`config.mk`:
```
export PLATFORM = sky130hd
export DESIGN_NAME = pcm_feed_ctrl_flat
export DESIGN_NICKNAME = d
export VERILOG_FILES = /design/src/rtl/pcm_feed_ctrl_if.sv /design/src/rtl/pcm_feed_ctrl.sv /design/src/flat_wrapper.sv
export SDC_FILE = /design/constraint.sdc
export NUM_CORES = 1
export LEC_CHECK = 0
export BUFFER_PORTS_ARGS = -buffer_cell sky130_fd_sc_hd__buf_2
export CORE_AREA = 4 4 61 63
export CTS_CLUSTER_DIAMETER = 60
export DETAILED_ROUTE_END_ITERATION = 16
export DIE_AREA = 0 0 65 67
export PLACE_DENSITY = 0.86
export SLEW_MARGIN = 20
export SYNTH_ARGS = -nofsm -noshare
export SYNTH_HDL_FRONTEND = slang
export SYNTH_SLANG_ARGS = --single-unit
```
`constraint.sdc`:
```
create_clock -name clk -period 3.9 [get_ports clk]
set_input_delay 0.585 -clock clk [delete_from_list [all_inputs] [get_ports clk]]
set_output_delay 0.585 -clock clk [all_outputs]
set_load 0.05 [all_outputs]
```
`src/rtl/pcm_feed_ctrl_if.sv`:
```
// Bus bundle between pcm_feed_ctrl and its CPU register port, DMA streamer and audio FIFO.
// slave = the feed controller, master = the surrounding CPU/DMA/FIFO side.
interface pcm_feed_ctrl_if;
    logic [7:0]  cpu_wrdata;
    logic        cpu_write;
    logic        fifo_reset_req;
    logic        dma_enable;
    logic        aflow_ie;
    logic [7:0]  dma_data;
    logic        dma_valid;
    logic        dma_ready;
    logic        fifo_full;
    logic        fifo_almost_empty;
    logic        fifo_empty;
    logic [7:0]  fifo_wrdata;
    logic        fifo_write;
    logic        fifo_reset;
    logic        next_sample;
    logic        irq_aflow;
    logic        cpu_overflow;
    logic [15:0] underrun_count;

    modport slave (
        input  cpu_wrdata, cpu_write, fifo_reset_req, dma_enable, aflow_ie,
        input  dma_data, dma_valid, fifo_full, fifo_almost_empty, fifo_empty,
        output dma_ready, fifo_wrdata, fifo_write, fifo_reset, next_sample,
        output irq_aflow, cpu_overflow, underrun_count
    );

    modport master (
        output cpu_wrdata, cpu_write, fifo_reset_req, dma_enable, aflow_ie,
        output dma_data, dma_valid, fifo_full, fifo_almost_empty, fifo_empty,
        input  dma_ready, fifo_wrdata, fifo_write, fifo_reset, next_sample,
        input  irq_aflow, cpu_overflow, underrun_count
    );
endinterface

```
`src/rtl/pcm_feed_ctrl.sv`:
```
// PCM FIFO write-side controller: CPU/DMA write arbitration, flush sequencing, refill bursts
// and sample tick. Define PCM_FEED_STATS_EN to build the saturating underrun counter.
module pcm_feed_ctrl #(
    parameter int TICK_DIV  = 512,
    parameter int BURST_MAX = 64
) (
    input  logic           clk,
    input  logic           rst_n,
    pcm_feed_ctrl_if.slave bus
);

    localparam int TW = (TICK_DIV > 1) ? $clog2(TICK_DIV) : 1;

    typedef enum logic [1:0] {IDLE, FILL, FLUSH, SETTLE} state_t;

    state_t         state_q, state_d;
    logic           hold_valid_q, hold_valid_d;
    logic [7:0]     hold_data_q, hold_data_d;
    logic [7:0]     burst_cnt_q, burst_cnt_d;
    logic [TW-1:0]  tick_q, tick_d;
    logic           cpu_overflow_q, cpu_overflow_d;
    logic           irq_aflow_q, irq_aflow_d;

    logic           flushing, settling, hold_drain, dma_ready, dma_xfer, tick_now;

    always_comb begin
        flushing   = (state_q == FLUSH);
        settling   = (state_q == SETTLE);
        hold_drain = hold_valid_q && !bus.fifo_full && !flushing && !settling;
        // A flush request in the same cycle aborts the burst before any byte is taken.
        dma_ready  = (state_q == FILL) && !hold_valid_q && !bus.fifo_full && !bus.fifo_reset_req;
        dma_xfer   = dma_ready && bus.dma_valid;
        tick_now   = (tick_q == TW'(TICK_DIV - 1));
    end

    always_comb begin
        hold_valid_d   = hold_valid_q && !hold_drain;
        hold_data_d    = hold_data_q;
        cpu_overflow_d = cpu_overflow_q;
        if (flushing) begin
            hold_valid_d   = 1'b0;
            cpu_overflow_d = 1'b0;
        end else if (bus.cpu_write) begin
            if (!hold_valid_q || hold_drain) begin
                hold_valid_d = 1'b1;
                hold_data_d  = bus.cpu_wrdata;
            end else begin
                cpu_overflow_d = 1'b1;
            end
        end
    end

    always_comb begin
        state_d     = state_q;
        burst_cnt_d = dma_xfer ? burst_cnt_q + 8'd1 : burst_cnt_q;
        if (bus.fifo_reset_req) begin
            state_d = FLUSH;
        end else begin
            case (state_q)
                IDLE: begin
                    if (bus.dma_enable && bus.fifo_almost_empty) begin
                        state_d     = FILL;
                        burst_cnt_d = 8'd0;
                    end
                end
                FILL: begin
                    if (bus.fifo_full || !bus.dma_enable ||
                        (dma_xfer && burst_cnt_q == 8'(BURST_MAX - 1)))
                        state_d = IDLE;
                end
                FLUSH:   state_d = SETTLE;
                SETTLE:  if (bus.fifo_empty) state_d = IDLE;
                default: state_d = IDLE;
            endcase
        end
    end

    always_comb begin
        tick_d      = tick_now ? '0 : tick_q + 1'b1;
        irq_aflow_d = bus.aflow_ie && bus.fifo_almost_empty && !bus.dma_enable;
    end

    always_ff @(posedge clk or negedge rst_n) begin
        if (!rst_n) begin
            state_q        <= IDLE;
            hold_valid_q   <= 1'b0;
            hold_data_q    <= 8'h00;
            burst_cnt_q    <= 8'd0;
            tick_q         <= '0;
            cpu_overflow_q <= 1'b0;
            irq_aflow_q    <= 1'b0;
        end else begin
            state_q        <= state_d;
            hold_valid_q   <= hold_valid_d;
            hold_data_q    <= hold_data_d;
            burst_cnt_q    <= burst_cnt_d;
            tick_q         <= tick_d;
            cpu_overflow_q <= cpu_overflow_d;
            irq_aflow_q    <= irq_aflow_d;
        end
    end

    assign bus.dma_ready    = dma_ready;
    assign bus.fifo_write   = hold_drain || dma_xfer;
    assign bus.fifo_wrdata  = hold_drain ? hold_data_q : (dma_xfer ? bus.dma_data : 8'h00);
    assign bus.fifo_reset   = flushing;
    assign bus.next_sample  = tick_now;
    assign bus.irq_aflow    = irq_aflow_q;
    assign bus.cpu_overflow = cpu_overflow_q;

`ifdef PCM_FEED_STATS_EN
    logic [15:0] underrun_q, underrun_d;

    always_comb begin
        underrun_d = underrun_q;
        if (flushing)
            underrun_d = 16'h0000;
        else if (tick_now && bus.fifo_empty && !settling && underrun_q != 16'hFFFF)
            underrun_d = underrun_q + 16'd1;
    end

    always_ff @(posedge clk or negedge rst_n) begin
        if (!rst_n) underrun_q <= 16'h0000;
        else        underrun_q <= underrun_d;
    end

    assign bus.underrun_count = underrun_q;
`else
    assign bus.underrun_count = 16'h0000;
`endif

endmodule

```
`src/flat_wrapper.sv`:
```
// flat-port wrapper written by rule: the top's interface ports become plain ports
module pcm_feed_ctrl_flat 
#(
    parameter int TICK_DIV  = 512,
    parameter int BURST_MAX = 64
)
  (clk, rst_n, bus_cpu_wrdata, bus_cpu_write, bus_fifo_reset_req, bus_dma_enable, bus_aflow_ie, bus_dma_data, bus_dma_valid, bus_fifo_full, bus_fifo_almost_empty, bus_fifo_empty, bus_dma_ready, bus_fifo_wrdata, bus_fifo_write, bus_fifo_reset, bus_next_sample, bus_irq_aflow, bus_cpu_overflow, bus_underrun_count);
  pcm_feed_ctrl_if bus_i ();
  input  logic clk;
  input  logic rst_n;
  input wire logic [$bits(bus_i.cpu_wrdata)-1:0] bus_cpu_wrdata;
  input wire logic [$bits(bus_i.cpu_write)-1:0] bus_cpu_write;
  input wire logic [$bits(bus_i.fifo_reset_req)-1:0] bus_fifo_reset_req;
  input wire logic [$bits(bus_i.dma_enable)-1:0] bus_dma_enable;
  input wire logic [$bits(bus_i.aflow_ie)-1:0] bus_aflow_ie;
  input wire logic [$bits(bus_i.dma_data)-1:0] bus_dma_data;
  input wire logic [$bits(bus_i.dma_valid)-1:0] bus_dma_valid;
  input wire logic [$bits(bus_i.fifo_full)-1:0] bus_fifo_full;
  input wire logic [$bits(bus_i.fifo_almost_empty)-1:0] bus_fifo_almost_empty;
  input wire logic [$bits(bus_i.fifo_empty)-1:0] bus_fifo_empty;
  output wire logic [$bits(bus_i.dma_ready)-1:0] bus_dma_ready;
  output wire logic [$bits(bus_i.fifo_wrdata)-1:0] bus_fifo_wrdata;
  output wire logic [$bits(bus_i.fifo_write)-1:0] bus_fifo_write;
  output wire logic [$bits(bus_i.fifo_reset)-1:0] bus_fifo_reset;
  output wire logic [$bits(bus_i.next_sample)-1:0] bus_next_sample;
  output wire logic [$bits(bus_i.irq_aflow)-1:0] bus_irq_aflow;
  output wire logic [$bits(bus_i.cpu_overflow)-1:0] bus_cpu_overflow;
  output wire logic [$bits(bus_i.underrun_count)-1:0] bus_underrun_count;
  assign bus_i.cpu_wrdata = bus_cpu_wrdata;
  assign bus_i.cpu_write = bus_cpu_write;
  assign bus_i.fifo_reset_req = bus_fifo_reset_req;
  assign bus_i.dma_enable = bus_dma_enable;
  assign bus_i.aflow_ie = bus_aflow_ie;
  assign bus_i.dma_data = bus_dma_data;
  assign bus_i.dma_valid = bus_dma_valid;
  assign bus_i.fifo_full = bus_fifo_full;
  assign bus_i.fifo_almost_empty = bus_fifo_almost_empty;
  assign bus_i.fifo_empty = bus_fifo_empty;
  assign bus_dma_ready = bus_i.dma_ready;
  assign bus_fifo_wrdata = bus_i.fifo_wrdata;
  assign bus_fifo_write = bus_i.fifo_write;
  assign bus_fifo_reset = bus_i.fifo_reset;
  assign bus_next_sample = bus_i.next_sample;
  assign bus_irq_aflow = bus_i.irq_aflow;
  assign bus_cpu_overflow = bus_i.cpu_overflow;
  assign bus_underrun_count = bus_i.underrun_count;
  pcm_feed_ctrl #(.TICK_DIV(TICK_DIV), .BURST_MAX(BURST_MAX)) u_core (.clk(clk), .rst_n(rst_n), .bus(bus_i));
endmodule
```
Word level (Yosys, flattened, before mapping)
Index checks and enable logic that the tools add are counted.

storage, ports and cells
  register bits = 30
  output and inout bits = 30
  logic and storage cells = 65
  input port bits = 26

operators by class
  bitwise operators = 1
  add/subtract/negate cells = 2
  multiplexer cells = 18
  equal/unequal tests = 9
  reductions and logical operators = 28

operator list
  cell                                                   number
  2-to-1 mux 8 bit                                       6
  logical AND 1 bit                                      12
  adder 9 x 1 -> 9 bit, second input constant            1
  equality test 9 bit, second input constant             1
  2-to-1 mux 9 bit                                       1
  adder 8 x 1 -> 8 bit, second input constant            1
  equality test 8 x 6 -> 1 bit, second input constant    1
  2-to-1 mux 2 bit                                       4
  one-hot mux 2 bit (4 select lines)                     1
  zero test 1 bit                                        7
  2-to-1 mux 1 bit                                       6
  inequality test 3 bit, second input constant           2
  AND reduction 3 bit                                    2
  equality test 2 bit, second input constant             2
  logical OR 1 bit                                       4
  inequality test 3 x 2 -> 1 bit, second input constant  1
  equality test 2 x 1 -> 1 bit, second input constant    1
  zero test 2 bit                                        1
  inequality test 2 bit, second input constant           1
  AND reduction 2 bit                                    1
  nonzero test 2 bit                                     1
  NOT 1 bit                                              1

Logic depth before layout (Yosys ltp)
Gate-level depths: netlist of the first run.

  depth after elaboration = 10
  gate-level depth with buffers = 6
  gate-level depth less buffers = 5

Least setup slack after synthesis of the first run
No wires, ideal clock.

  path type = in2out
  from = input port bus_fifo_reset_req
  to = output port bus_dma_ready
  buffers on the path = 1
  stages = 3
  path slack = 1.410 ns
  required time = 3.315 ns
  data arrival time = 1.905 ns
  cells stage by stage = or4b_4 buf_6 nor2_1

between the ends
  cells in the longest elaborated chain, start to end = 2

RTL lines
  item                RTL line             text
  start: declaration  flat_wrapper.sv:13   input wire logic [$bits(bus_i.fifo_reset_req)-1:0] bus_fifo_reset_req;
  zero test 1 bit     pcm_feed_ctrl.sv:31  dma_ready = (state_q == FILL) && !hold_valid_q && !bus.fifo_full && !bus.fifo_reset_req;
  logical AND 1 bit   pcm_feed_ctrl.sv:31
  end: declaration    flat_wrapper.sv:21   output wire logic [$bits(bus_i.dma_ready)-1:0] bus_dma_ready;

Every way passes these cells.

Worst setup path in the final report of the first run
  from = register u_core.state_q[1]
  to = output port bus_fifo_wrdata[3]

between the ends
  cells in the longest elaborated chain, start to end = 7
  elaborated cells between the ends (all ways) = 13
  classes of those cells = eq/ne (3); mux (2); reduce/logical (8)

RTL lines
  item                             RTL line              text
  start: declaration               pcm_feed_ctrl.sv:16   state_t state_q, state_d;
  start signal: assignment         pcm_feed_ctrl.sv:93   state_q <= state_d;
  equality test 2 x 1 -> 1 bit     pcm_feed_ctrl.sv:31
  logical AND 1 bit (3 in series)  pcm_feed_ctrl.sv:31
  logical AND 1 bit                pcm_feed_ctrl.sv:32   dma_xfer = dma_ready && bus.dma_valid;
  2-to-1 mux 8 bit                 pcm_feed_ctrl.sv:105  assign bus.fifo_wrdata = hold_drain ? hold_data_q : (dma_xfer ? bus.dma_data : 8'h00);
  2-to-1 mux 8 bit *               pcm_feed_ctrl.sv:105
  end: declaration                 flat_wrapper.sv:22    output wire logic [$bits(bus_i.fifo_wrdata)-1:0] bus_fifo_wrdata;

Mark *: on every way between the ends. The rest lies on a longest branch, timed or not.

==> run summary, run 1 <==
### CTS
* hold buffer count at cts: 0
* CTS H-tree depth: 2
* PostCTS Resize Cnt: 0
* CTS root buffer: clkbuf_4
* CTS Buf Count: 5
* TritonCTS clock tree: done
* post-CTS setup buffer count: 0
* CTS clock-pin slew for the worst setup and hold paths: 100 ps
* CTS Buffer Depth: 2
* Clock Sink Count: 30
* clock insertion delay at the later pin of the skew report: 340 ps

### STA
* fraction of the cycle the final worst path needs: 71.0%
* Fin. Hold Viols: 0
* worst hold slack across all endpoints: 275 ps
* final worst slack: 1130 ps
* sum of negative setup slack: 0 ps
* fmax: 0.361 GHz
* worst clock skew on the final layout: 9.25 ps
* final setup fails: 0
* RSZ-0062 raised after global routing: no
* final slew viol count: 0
* time the final worst path needs with I/O delays and setup: 2770 ps
* Least-Margin Pin Slew: 655 ps
* headroom to the max-slew limit: 56.0%

### Placed design
* placer congestion estimate: 0.793
* worst-case setup slack after placement: 1290 ps
* number of input and output port buffers inserted: 39
* detailed-placement wirelength estimate: 2.29 mm
* area after detailed placement: 0.00180 mm^2

### Logic synthesis
* sequential cell area fraction in the yosys report: 45.7%
* Unique masters post-synth: 37
* top post-synthesis cells by count: dfrtp_1 (30), buf_4 (16), o21ai_0 (12)
* synthesized area divided by synthesized cell count: 10.5 um^2
* number of synthesized flops with an enable pin: 0
* mapped cell area: 0.00164 mm^2
* Synth Instances: 157
* area share of the leading cell type in the synthesized netlist: 45.7%
* share of flip-flops with an asynchronous set or reset: 100%
* library cell with the highest instance count after synthesis: dfrtp_1
* main flop type after synthesis: dfrtp_1
* dominant cells by area after synthesis: dfrtp_1 (46%), buf_4 (7.3%), mux2_2 (5.5%)
* cell type with the highest aggregate area in the netlist: dfrtp_1
* warning count from the yosys run: 0
* flops & latches, synth: 30

### Status
* status: complete, no violations

### Pwr
* largest vdd supply drop: 169 uV
* switching power of the nets: 222 uW
* leakage power of the design: 0.000888 uW
* Comb power frac: 18.0%
* Reg power frac: 49.4%
* total power per unit cell area: 395 mW/mm^2
* net switching share of the total power: 29.9%
* share of total power in the clock network: 32.6%
* internal cell power: 522 uW
* total power of the final layout: 744 uW

### Hold path
* class of the worst hold path: in2async

### Worst setup path
* kind of end point of the critical path: output port
* cell breakdown of the critical path: or4b_4 > nor2_4 > a22o_1 > buf_2
* arrival time reported for the critical path endpoint: 2180 ps
* type of element launching the critical path: flop
* slowest cell on the critical path: or4b_4
* top cell family by delay on the critical path: simple AND/OR/NAND/NOR gates
* Setup Crit Path Kind: reg2out
* buffer and inverter count on the worst path: 1
* Data required, critical path: 3310 ps
* crit-path max FO: 12
* maximum cell stage delay along the critical path: 670 ps

### Route
* residual DRC count: 0
* post-detailed-route count of antenna-violating nets: 0
* post-detailed-routing wire length: 3.07 mm
* via density per instance: 5.11
* overall via count from detail_route: 1251
* DRT iter0 DRCs: 24
* number of detailed-route iterations in the first pass: 4
* mean routed wirelength per cell: 12.5 um

### Global route
* number of antenna violations at the first check in global routing: 0
* global-route wire length before repair: 5.03 mm
* global route total overflow: 0
* via count of the first global-routing pass: 1173
* GRT Total Usage: 15.7%
* largest net degree at the start of global routing: 31

### Finish
* number of fill cells: 303
* Ant. Diodes: 0
* net count reported at finish: 227
* fraction of layout cells with a size suffix above 1: 31.2%
* growth of design area from synthesis to finish: 14.7%
* Final Instance Area: 0.00189 mm^2

### Floorplanning
* area of the core: 0.00323 mm^2
* Top-Level Pins: 56
* total die area: 0.00436 mm^2
* standard-cell row count: 21
* Die Y-Extent: 67 um
* effective utilization at floorplan: 50.9%
* Die X: 65 um

### Flow run
* count of max-cap constraint violations: 0

## sequential cells by signal, indices dropped and copies added, names as in the netlist
signal,count
u_core.tick_q,9
u_core.burst_cnt_q,8
u_core.hold_data_q,8
u_core.state_q,2
u_core.bus.cpu_overflow,1
u_core.bus.irq_aflow,1
u_core.hold_valid_q,1
## worst paths after layout
path	start	to	slack, ps	cells past startpoint
worst max-delay path	u_core.state_q[1]	bus_fifo_wrdata[3]	1130	4
worst max register to register	u_core.state_q[1]	u_core.burst_cnt_q[7]	2120	3
worst min register to register	u_core.tick_q[0]	u_core.tick_q[0]	470	1
max in group asynchronous	rst_n	u_core.burst_cnt_q[6]	3200	1
worst min-delay path	rst_n	u_core.tick_q[6]	270	1
min in group clk	u_core.tick_q[0]	u_core.tick_q[0]	470	1
## placed cells by master, fill, tap and decap left out, types with 2 or more instances in the layout
master | netlist | layout
o21bai_1 | 2 | 2
a21oi_1 | 9 | 9
inv_1 | 3 | 3
nor4b_1 | 2 | 2
nand3_1 | 7 | 7
clkbuf_4 | 0 | 5
buf_2 | 0 | 39
a22o_1 | 8 | 8
mux2_2 | 8 | 8
nand4_1 | 3 | 3
dfrtp_1 | 30 | 30
conb_1 | 1 | 16
clkinv_2 | 0 | 2
or3_1 | 5 | 5
nor2b_1 | 4 | 4
mux2i_1 | 5 | 5
or2_2 | 3 | 3
nor3_1 | 3 | 3
nand3b_1 | 2 | 2
nand2_1 | 4 | 4
ha_1 | 3 | 3
o21ai_0 | 12 | 12
nor2_1 | 8 | 8
xor2_1 | 2 | 2
## cell families after synthesis
family,synth area share [%]
flops,45.7
simple gates,18.7
buf+inv,9.82
xor+xnor,1.60
fa+ha+maj,2.28
other cells,0.228
mux,8.52
compound gates,13.2
## power by group through the flow
stage / logic [uW] / clock network (uW) / registers (uW)
floorplan: 113 / 0 / 371
global placement: 132 / 0 / 372
detailed placement: 135 / 0 / 373
CTS: 135 / 251 / 368
global route: 146 / 265 / 373
finish: 134 / 243 / 368
## stage by stage
| stage | std cells | util, % |
|---|---|---|
| 3_3_place_gp | 237 | 55.8 |
| 6_report | 245 | 58.3 |
| 2_1_floorplan | 172 | - |
| 3_5_place_dp | 237 | 55.8 |
| 4_1_cts | 245 | 58.2 |
| 5_1_grt | 245 | 58.3 |
## final cells by class
| class | instances | area [um^2] | area share (%) |
|---|---|---|---|
| Clock buffer | 5 | 37.5 | 1.99 |
| Clock inverter | 3 | 40.0 | 2.12 |
| Inverter | 3 | 11.3 | 0.597 |
| Multi-Input combinational cell | 119 | 793 | 42.1 |
| Sequential cell | 30 | 751 | 39.8 |
| Tap cell | 46 | 57.6 | 3.05 |
| Timing Repair Buffer | 39 | 195 | 10.4 |
## per-layer routing
| metal | up-vias | track usage, % | part of all wire (%) |
|---|---|---|---|
| li1 | 619 | - | - |
| met1 | 588 | 17.4 | 41 |
| met2 | 37 | 25.9 | 50 |
| met3 | 7 | 4.72 | 6.8 |
| met4 | 0 | 10.3 | 2.6 |
| met5 | - | 0 | 0 |
Note: power is estimated with default switching activity, not from simulation.
==> run 2, diff against run 1 <==
--- a/config.mk
+++ b/config.mk
@@ -6,11 +6,11 @@
 export NUM_CORES = 1
 export LEC_CHECK = 0
 export BUFFER_PORTS_ARGS = -buffer_cell sky130_fd_sc_hd__buf_2
-export CORE_AREA = 4 4 61 63
+export CORE_AREA = 4 4 63 65
 export CTS_CLUSTER_DIAMETER = 60
 export DETAILED_ROUTE_END_ITERATION = 16
-export DIE_AREA = 0 0 65 67
-export PLACE_DENSITY = 0.86
+export DIE_AREA = 0 0 67 69
+export PLACE_DENSITY = 0.81
 export SLEW_MARGIN = 20
 export SYNTH_ARGS = -nofsm -noshare
 export SYNTH_HDL_FRONTEND = slang
==> constraint.sdc (replaced) <==
create_clock -name clk -period 2.6 [get_ports clk]
set_input_delay 0.39 -clock clk [delete_from_list [all_inputs] [get_ports clk]]
set_output_delay 0.39 -clock clk [all_outputs]
set_load 0.05 [all_outputs]
==> run summary, run 2 (same netlist as run 1, synthesis figures left out) <==
### Finish
* leading registers by flop count: u_core.tick_q (9), u_core.burst_cnt_q (8), u_core.hold_data_q (8), unchanged
* net count reported at finish: 229, was 227
* number of fill cells: 309, was 303
* non-filler cells, final: 247, was 245
* Ant. Diodes: 0, unchanged
* commonest cells after routing, fill and taps aside: buf_2 (39), dfrtp_1 (30), conb_1 (16), o21ai_0 (12), a21oi_1 (9), unchanged
* Final Instance Area: 0.00189 mm^2, about the same
* Biggest register: u_core.tick_q, unchanged
* final core utilization: 56.8%, was 58.3%
* most frequent standard cell in the layout excluding fill and tap cells: buf_2, unchanged
* number of flip-flops in the largest register: 9, unchanged
* growth of design area from synthesis to finish: 15.2%, was 14.7%
* fraction of layout cells with a size suffix above 1: 31.3%, was 31.2%

### Route
* residual DRC count: 0, unchanged
* post-detailed-route count of antenna-violating nets: 0, unchanged
* via density per instance: 5.17, was 5.11
* post-detailed-routing wire length: 3.27 mm, was 3.07 mm
* overall via count from detail_route: 1277, was 1251
* number of detailed-route iterations in the first pass: 4, unchanged
* DRT iter0 DRCs: 90, was 24
* mean routed wirelength per cell: 13.2 um, was 12.5 um

### STA
* worst hold slack across all endpoints: 57.2 ps, was 275 ps
* headroom to the max-slew limit: 51.6%, was 56.0%
* final slew viol count: 0, unchanged
* final setup fails: 0, unchanged
* fraction of the cycle the final worst path needs: 96.6%
* Fin. Hold Viols: 0, unchanged
* fmax: 0.398 GHz
* Least-Margin Pin Slew: 721 ps, was 655 ps
* worst clock skew on the final layout: 6.14 ps, was 9.25 ps
* time the final worst path needs with I/O delays and setup: 2510 ps

### Global route
* global route total overflow: 0, unchanged
* most utilized layer in the global route result: met2, unchanged
* via count of the first global-routing pass: 1229, was 1173
* GRT Total Usage: 15.0%, was 15.7%
* number of antenna violations at the first check in global routing: 0, unchanged
* global routing usage on met3: 4.38%, was 4.72%
* GRT met1 Usage: 18.1%, was 17.4%
* global-route wire length before repair: 5.38 mm, was 5.03 mm
* GR Layer Usage met2: 23.9%, was 25.9%
* largest net degree at the start of global routing: 31, unchanged

### Status
* status: complete, no violations, unchanged

### Placed design
* placer congestion estimate: 0.804, was 0.793
* number of input and output port buffers inserted: 39, unchanged
* total placed cells including tap cells: 238, was 237
* area after detailed placement: 0.00181 mm^2, was 0.00180 mm^2
* detailed-placement wirelength estimate: 2.41 mm, was 2.29 mm

### Floorplanning
* Top-Level Pins: 56, unchanged
* effective utilization at floorplan: 49.3%, was 50.9%
* Die X: 67 um, was 65 um
* Die Y-Extent: 69 um, was 67 um
* total die area: 0.00462 mm^2, was 0.00436 mm^2
* standard-cell row count: 21, unchanged
* area of the core: 0.00334 mm^2, was 0.00323 mm^2

### Worst setup path
* buffer and inverter count on the worst path: 1, unchanged
* kind of end point of the critical path: output port, unchanged
* cell breakdown of the critical path: or4b_4 > nor2_2 > a22o_1 > buf_2, was or4b_4 > nor2_4 > a22o_1 > buf_2
* maximum cell stage delay along the critical path: 690 ps, was 670 ps
* slowest cell on the critical path: or4b_4, unchanged
* top cell family by delay on the critical path: simple AND/OR/NAND/NOR gates, unchanged
* crit-path max FO: 13, was 12
* Data required, critical path: 2210 ps, was 3310 ps
* Setup Crit Path Kind: reg2out, unchanged
* type of element launching the critical path: flop, unchanged
* arrival time reported for the critical path endpoint: 2120 ps, was 2180 ps

### Pwr
* total power per unit cell area: 595 mW/mm^2, was 395 mW/mm^2
* leakage power of the design: 0.000894 uW, was 0.000888 uW
* largest vdd supply drop: 370 uV, was 169 uV
* total power of the final layout: 1130 uW, was 744 uW

### CTS
* TritonCTS clock tree: done, unchanged
* CTS Buf Count: 5, unchanged
* CTS root buffer: clkbuf_4, unchanged
* PostCTS Resize Cnt: 0, unchanged
* CTS H-tree depth: 2, unchanged
* hold buffer count at cts: 0, unchanged
* clock insertion delay at the later pin of the skew report: 340 ps, about the same
* CTS clock-pin slew for the worst setup and hold paths: 100 ps, about the same
* post-CTS setup buffer count: 0, unchanged
* Clock Sink Count: 30, unchanged
* CTS Buffer Depth: 2, unchanged

### Flow run
* count of max-cap constraint violations: 0, unchanged

### Hold path
* class of the worst hold path: in2async, unchanged

run 2: changes by cell type in the layout (fill, tap and decap cells not counted), sizes merged:
| cell | delta |
|---|---|
| buf | +1 |
| nor2 | +1 |
run 2: per-layer routing:
layer  vias up  routed length, um
li1        621                  -
met1       600               1360
met2        51               1590
met3         5                260
met4         0                 56
met5         -                  0
run 2: through the flow:
step                      setup TNS, ps  setup slack, ps
after global routing             -0.938           -0.938
after global placement                0              425
final                                 0             88.2
after floorplan                       0              391
after CTS                             0             26.3
after detailed placement              0              385
run 2: path summary, 6_finish.rpt:
| check | startpoint | to | slack (ps) | depth (start not counted) |
|---|---|---|---|---|
| max | u_core.state_q[1] | bus_fifo_wrdata[1] | 90 | 4 |
| min | rst_n | u_core.burst_cnt_q[7] | 60 | 1 |
| max reg2reg | u_core.state_q[1] | u_core.state_q[0] | 830 | 3 |
| min reg2reg | u_core.tick_q[0] | u_core.tick_q[0] | 460 | 1 |
| max in group asynchronous | rst_n | u_core.burst_cnt_q[6] | 2120 | 1 |
| min in group clk | bus_cpu_wrdata[0] | u_core.hold_data_q[0] | 280 | 2 |
run 2: final cells by class:
class	instances	area (um^2)	share of cell area (%)
multi-input combinational	120	795	41.9
sequential	30	751	39.6
timing repair buffer	40	203	10.7
tap	46	57.6	3.04
clock inverter	3	40.0	2.11
clock buffer	5	37.5	1.98
inverter	3	11.3	0.594
run 2: where the power goes:
part	total, uW	internal [uW]	switching, uW
Combinational	204	68.9	135
Clock	369	199	170
Sequential	553	516	37.8
Total	1130	783	343
==> run 3, diff against run 2 <==
--- a/config.mk
+++ b/config.mk
@@ -10,6 +10,7 @@
 export CTS_CLUSTER_DIAMETER = 60
 export DETAILED_ROUTE_END_ITERATION = 16
 export DIE_AREA = 0 0 67 69
+export HOLD_SLACK_MARGIN = 0.12
 export PLACE_DENSITY = 0.81
 export SLEW_MARGIN = 20
 export SYNTH_ARGS = -nofsm -noshare
==> run summary, run 3 (same netlist as run 1, synthesis figures left out) <==
### Route
* mean routed wirelength per cell: 13.2 um, about the same
* post-detailed-route count of antenna-violating nets: 0, unchanged
* overall via count from detail_route: 1281, was 1277
* residual DRC count: 0, unchanged
* number of detailed-route iterations in the first pass: 4, unchanged
* post-detailed-routing wire length: 3.28 mm, was 3.27 mm
* DRT iter0 DRCs: 85, was 90
* via density per instance: 5.17, about the same

### STA
* Least-Margin Pin Slew: 721 ps, unchanged
* time the final worst path needs with I/O delays and setup: 2510 ps, unchanged
* worst clock skew on the final layout: 6.14 ps, unchanged
* headroom to the max-slew limit: 51.6%, unchanged
* final setup fails: 0, unchanged
* fmax: 0.398 GHz, unchanged
* final worst slack: 88.2 ps, unchanged
* Fin. Hold Viols: 0, unchanged
* final slew viol count: 0, unchanged
* fraction of the cycle the final worst path needs: 96.6%, unchanged

### Finish
* commonest cells after routing, fill and taps aside: buf_2 (39), dfrtp_1 (30), conb_1 (16), o21ai_0 (12), a21oi_1 (9), unchanged
* number of fill cells: 308, was 309
* fraction of layout cells with a size suffix above 1: 31.2%, was 31.3%
* leading registers by flop count: u_core.tick_q (9), u_core.burst_cnt_q (8), u_core.hold_data_q (8), unchanged
* Biggest register: u_core.tick_q, unchanged
* net count reported at finish: 230, was 229
* number of flip-flops in the largest register: 9, unchanged
* non-filler cells, final: 248, was 247
* combined area of the multi-input logic cells: 795 um^2, unchanged
* Ant. Diodes: 0, unchanged
* Final Instance Area: 0.00190 mm^2, was 0.00189 mm^2
* final core utilization: 57.1%, was 56.8%
* growth of design area from synthesis to finish: 15.8%, was 15.2%
* register area: 751 um^2, unchanged
* most frequent standard cell in the layout excluding fill and tap cells: buf_2, unchanged

### Floorplanning
* effective utilization at floorplan: 49.3%, unchanged
* total die area: 0.00462 mm^2, unchanged
* Top-Level Pins: 56, unchanged
* Die X: 67 um, unchanged
* standard-cell row count: 21, unchanged
* area of the core: 0.00334 mm^2, unchanged
* Die Y-Extent: 69 um, unchanged

### CTS
* CTS root buffer: clkbuf_4, unchanged
* CTS Buf Count: 5, unchanged
* CTS clock-pin slew for the worst setup and hold paths: 90 ps, was 100 ps
* TritonCTS clock tree: done, unchanged
* PostCTS Resize Cnt: 0, unchanged
* clock insertion delay at the later pin of the skew report: 340 ps, about the same
* CTS Buffer Depth: 2, unchanged
* CTS H-tree depth: 2, unchanged
* Clock Sink Count: 30, unchanged

### Worst setup path
* critical register-to-register path endpoint: u_core.state_q[0], unchanged
* startpoint of the worst-slack reg-to-reg timing path: u_core.state_q[1], unchanged
* kind of end point of the critical path: output port, unchanged
* FF-to-FF setup slack: 830 ps, about the same
* type of element launching the critical path: flop, unchanged
* slowest cell on the critical path: or4b_4, unchanged
* crit-path max FO: 13, unchanged
* arrival time reported for the critical path endpoint: 2120 ps, about the same
* buffer and inverter count on the worst path: 1, unchanged
* Setup Crit Path Kind: reg2out, unchanged
* cells on worst reg2reg path: 3, unchanged
* cell breakdown of the critical path: or4b_4 > nor2_2 > a22o_1 > buf_2, unchanged
* top cell family by delay on the critical path: simple AND/OR/NAND/NOR gates, unchanged
* Data required, critical path: 2210 ps, about the same
* maximum cell stage delay along the critical path: 690 ps, about the same

### Placed design
* total placed cells including tap cells: 238, unchanged
* area after detailed placement: 0.00181 mm^2, unchanged
* number of input and output port buffers inserted: 39, unchanged
* worst-case setup slack after placement: 385 ps, unchanged
* placer congestion estimate: 0.804, unchanged
* detailed-placement wirelength estimate: 2.41 mm, unchanged

### Flow run
* count of max-cap constraint violations: 0, unchanged

### Pwr
* net switching share of the total power: 30.4%, was 30.5%
* total power per unit cell area: 592 mW/mm^2, was 595 mW/mm^2
* largest vdd supply drop: 370 uV, unchanged
* share of total power in the clock network: 32.7%, about the same
* Reg power frac: 49.1%, about the same
* internal cell power: 784 uW, was 783 uW
* leakage power of the design: 0.000899 uW, was 0.000894 uW
* switching power of the nets: 343 uW, about the same
* Comb power frac: 18.2%, was 18.1%
* total power of the final layout: 1130 uW, about the same

### Hold path
* cell depth of the worst min-delay path: 2
* class of the worst hold path: in2reg, was in2async
* worst hold start: bus_cpu_wrdata[0]
* Worst Hold End: u_core.hold_data_q[0]

### Global route
* most utilized layer in the global route result: met2, unchanged
* GRT Total Usage: 15.1%, was 15.0%
* global-route wire length before repair: 5.40 mm, was 5.38 mm
* number of antenna violations at the first check in global routing: 0, unchanged
* global route total overflow: 0, unchanged
* largest net degree at the start of global routing: 31, unchanged
* global routing usage on met3: 4.38%, unchanged
* GR Layer Usage met2: 24.1%, was 23.9%
* via count of the first global-routing pass: 1241, was 1229
* GRT met1 Usage: 18.1%, unchanged

### Status
* status: complete, no violations, unchanged

run 3: layer usage:
| layer | vias up | share of wire, % |
|---|---|---|
| met3 | 5 | 7.8 |
| met5 | - | 0 |
| met4 | 0 | 1.7 |
| met1 | 602 | 42 |
| met2 | 51 | 49 |
| li1 | 623 | - |
run 3: worst max-delay path by stage:
stage / depth (start not counted) / from / end / slack [ps]
global route: 4 / u_core.state_q[1] / bus_fifo_wrdata[3] / -0.9
global placement: 5 / bus_fifo_reset_req / bus_fifo_wrdata[2] / 420
detailed placement: 5 / bus_fifo_reset_req / bus_fifo_wrdata[3] / 390
finish: 4 / u_core.state_q[1] / bus_fifo_wrdata[1] / 90
floorplan: 4 / u_core.state_q[1] / bus_dma_ready / 390
CTS: 4 / u_core.state_q[1] / bus_fifo_wrdata[3] / 30
run 3: layout make-up:
| type | count | share of cell area [%] |
|---|---|---|
| Sequential cell | 30 | 39.4 |
| Tap cell | 46 | 3.02 |
| Clock inverter | 3 | 2.10 |
| Multi-Input combinational cell | 120 | 41.7 |
| Clock buffer | 5 | 1.97 |
| Timing Repair Buffer | 41 | 11.2 |
| Inverter | 3 | 0.591 |
run 3: worst register-to-register path, cell delays in order, from the launching register on:
cell	delay, ps
dfrtp_1	480
or4b_4	690
nor4b_1	360
o22ai_1	130
run 3: power groups by stage:
stage                     Clock, uW  Sequential [uW]  Combinational (uW)
after floorplan                   0              556                 169
after global placement            0              560                 200
after detailed placement          0              562                 205
after CTS                       381              552                 206
after global routing            396              559                 223
final                           369              553                 205
run 3: metrics by stage:
| stage | hold WS, ps | TNS, ps |
|---|---|---|
| global placement | 443 | 0 |
| finish | 281 | 0 |
| CTS | 262 | 0 |
| floorplan | 94.4 | 0 |
| detailed placement | 448 | 0 |
| global route | 267 | -0.938 |
run 3: repair_timing:
action                     CTS  global route
buffers inserted             0             0
setup endpoints to repair    0             9
hold endpoints to repair    30             0
hold buffers                 1             0
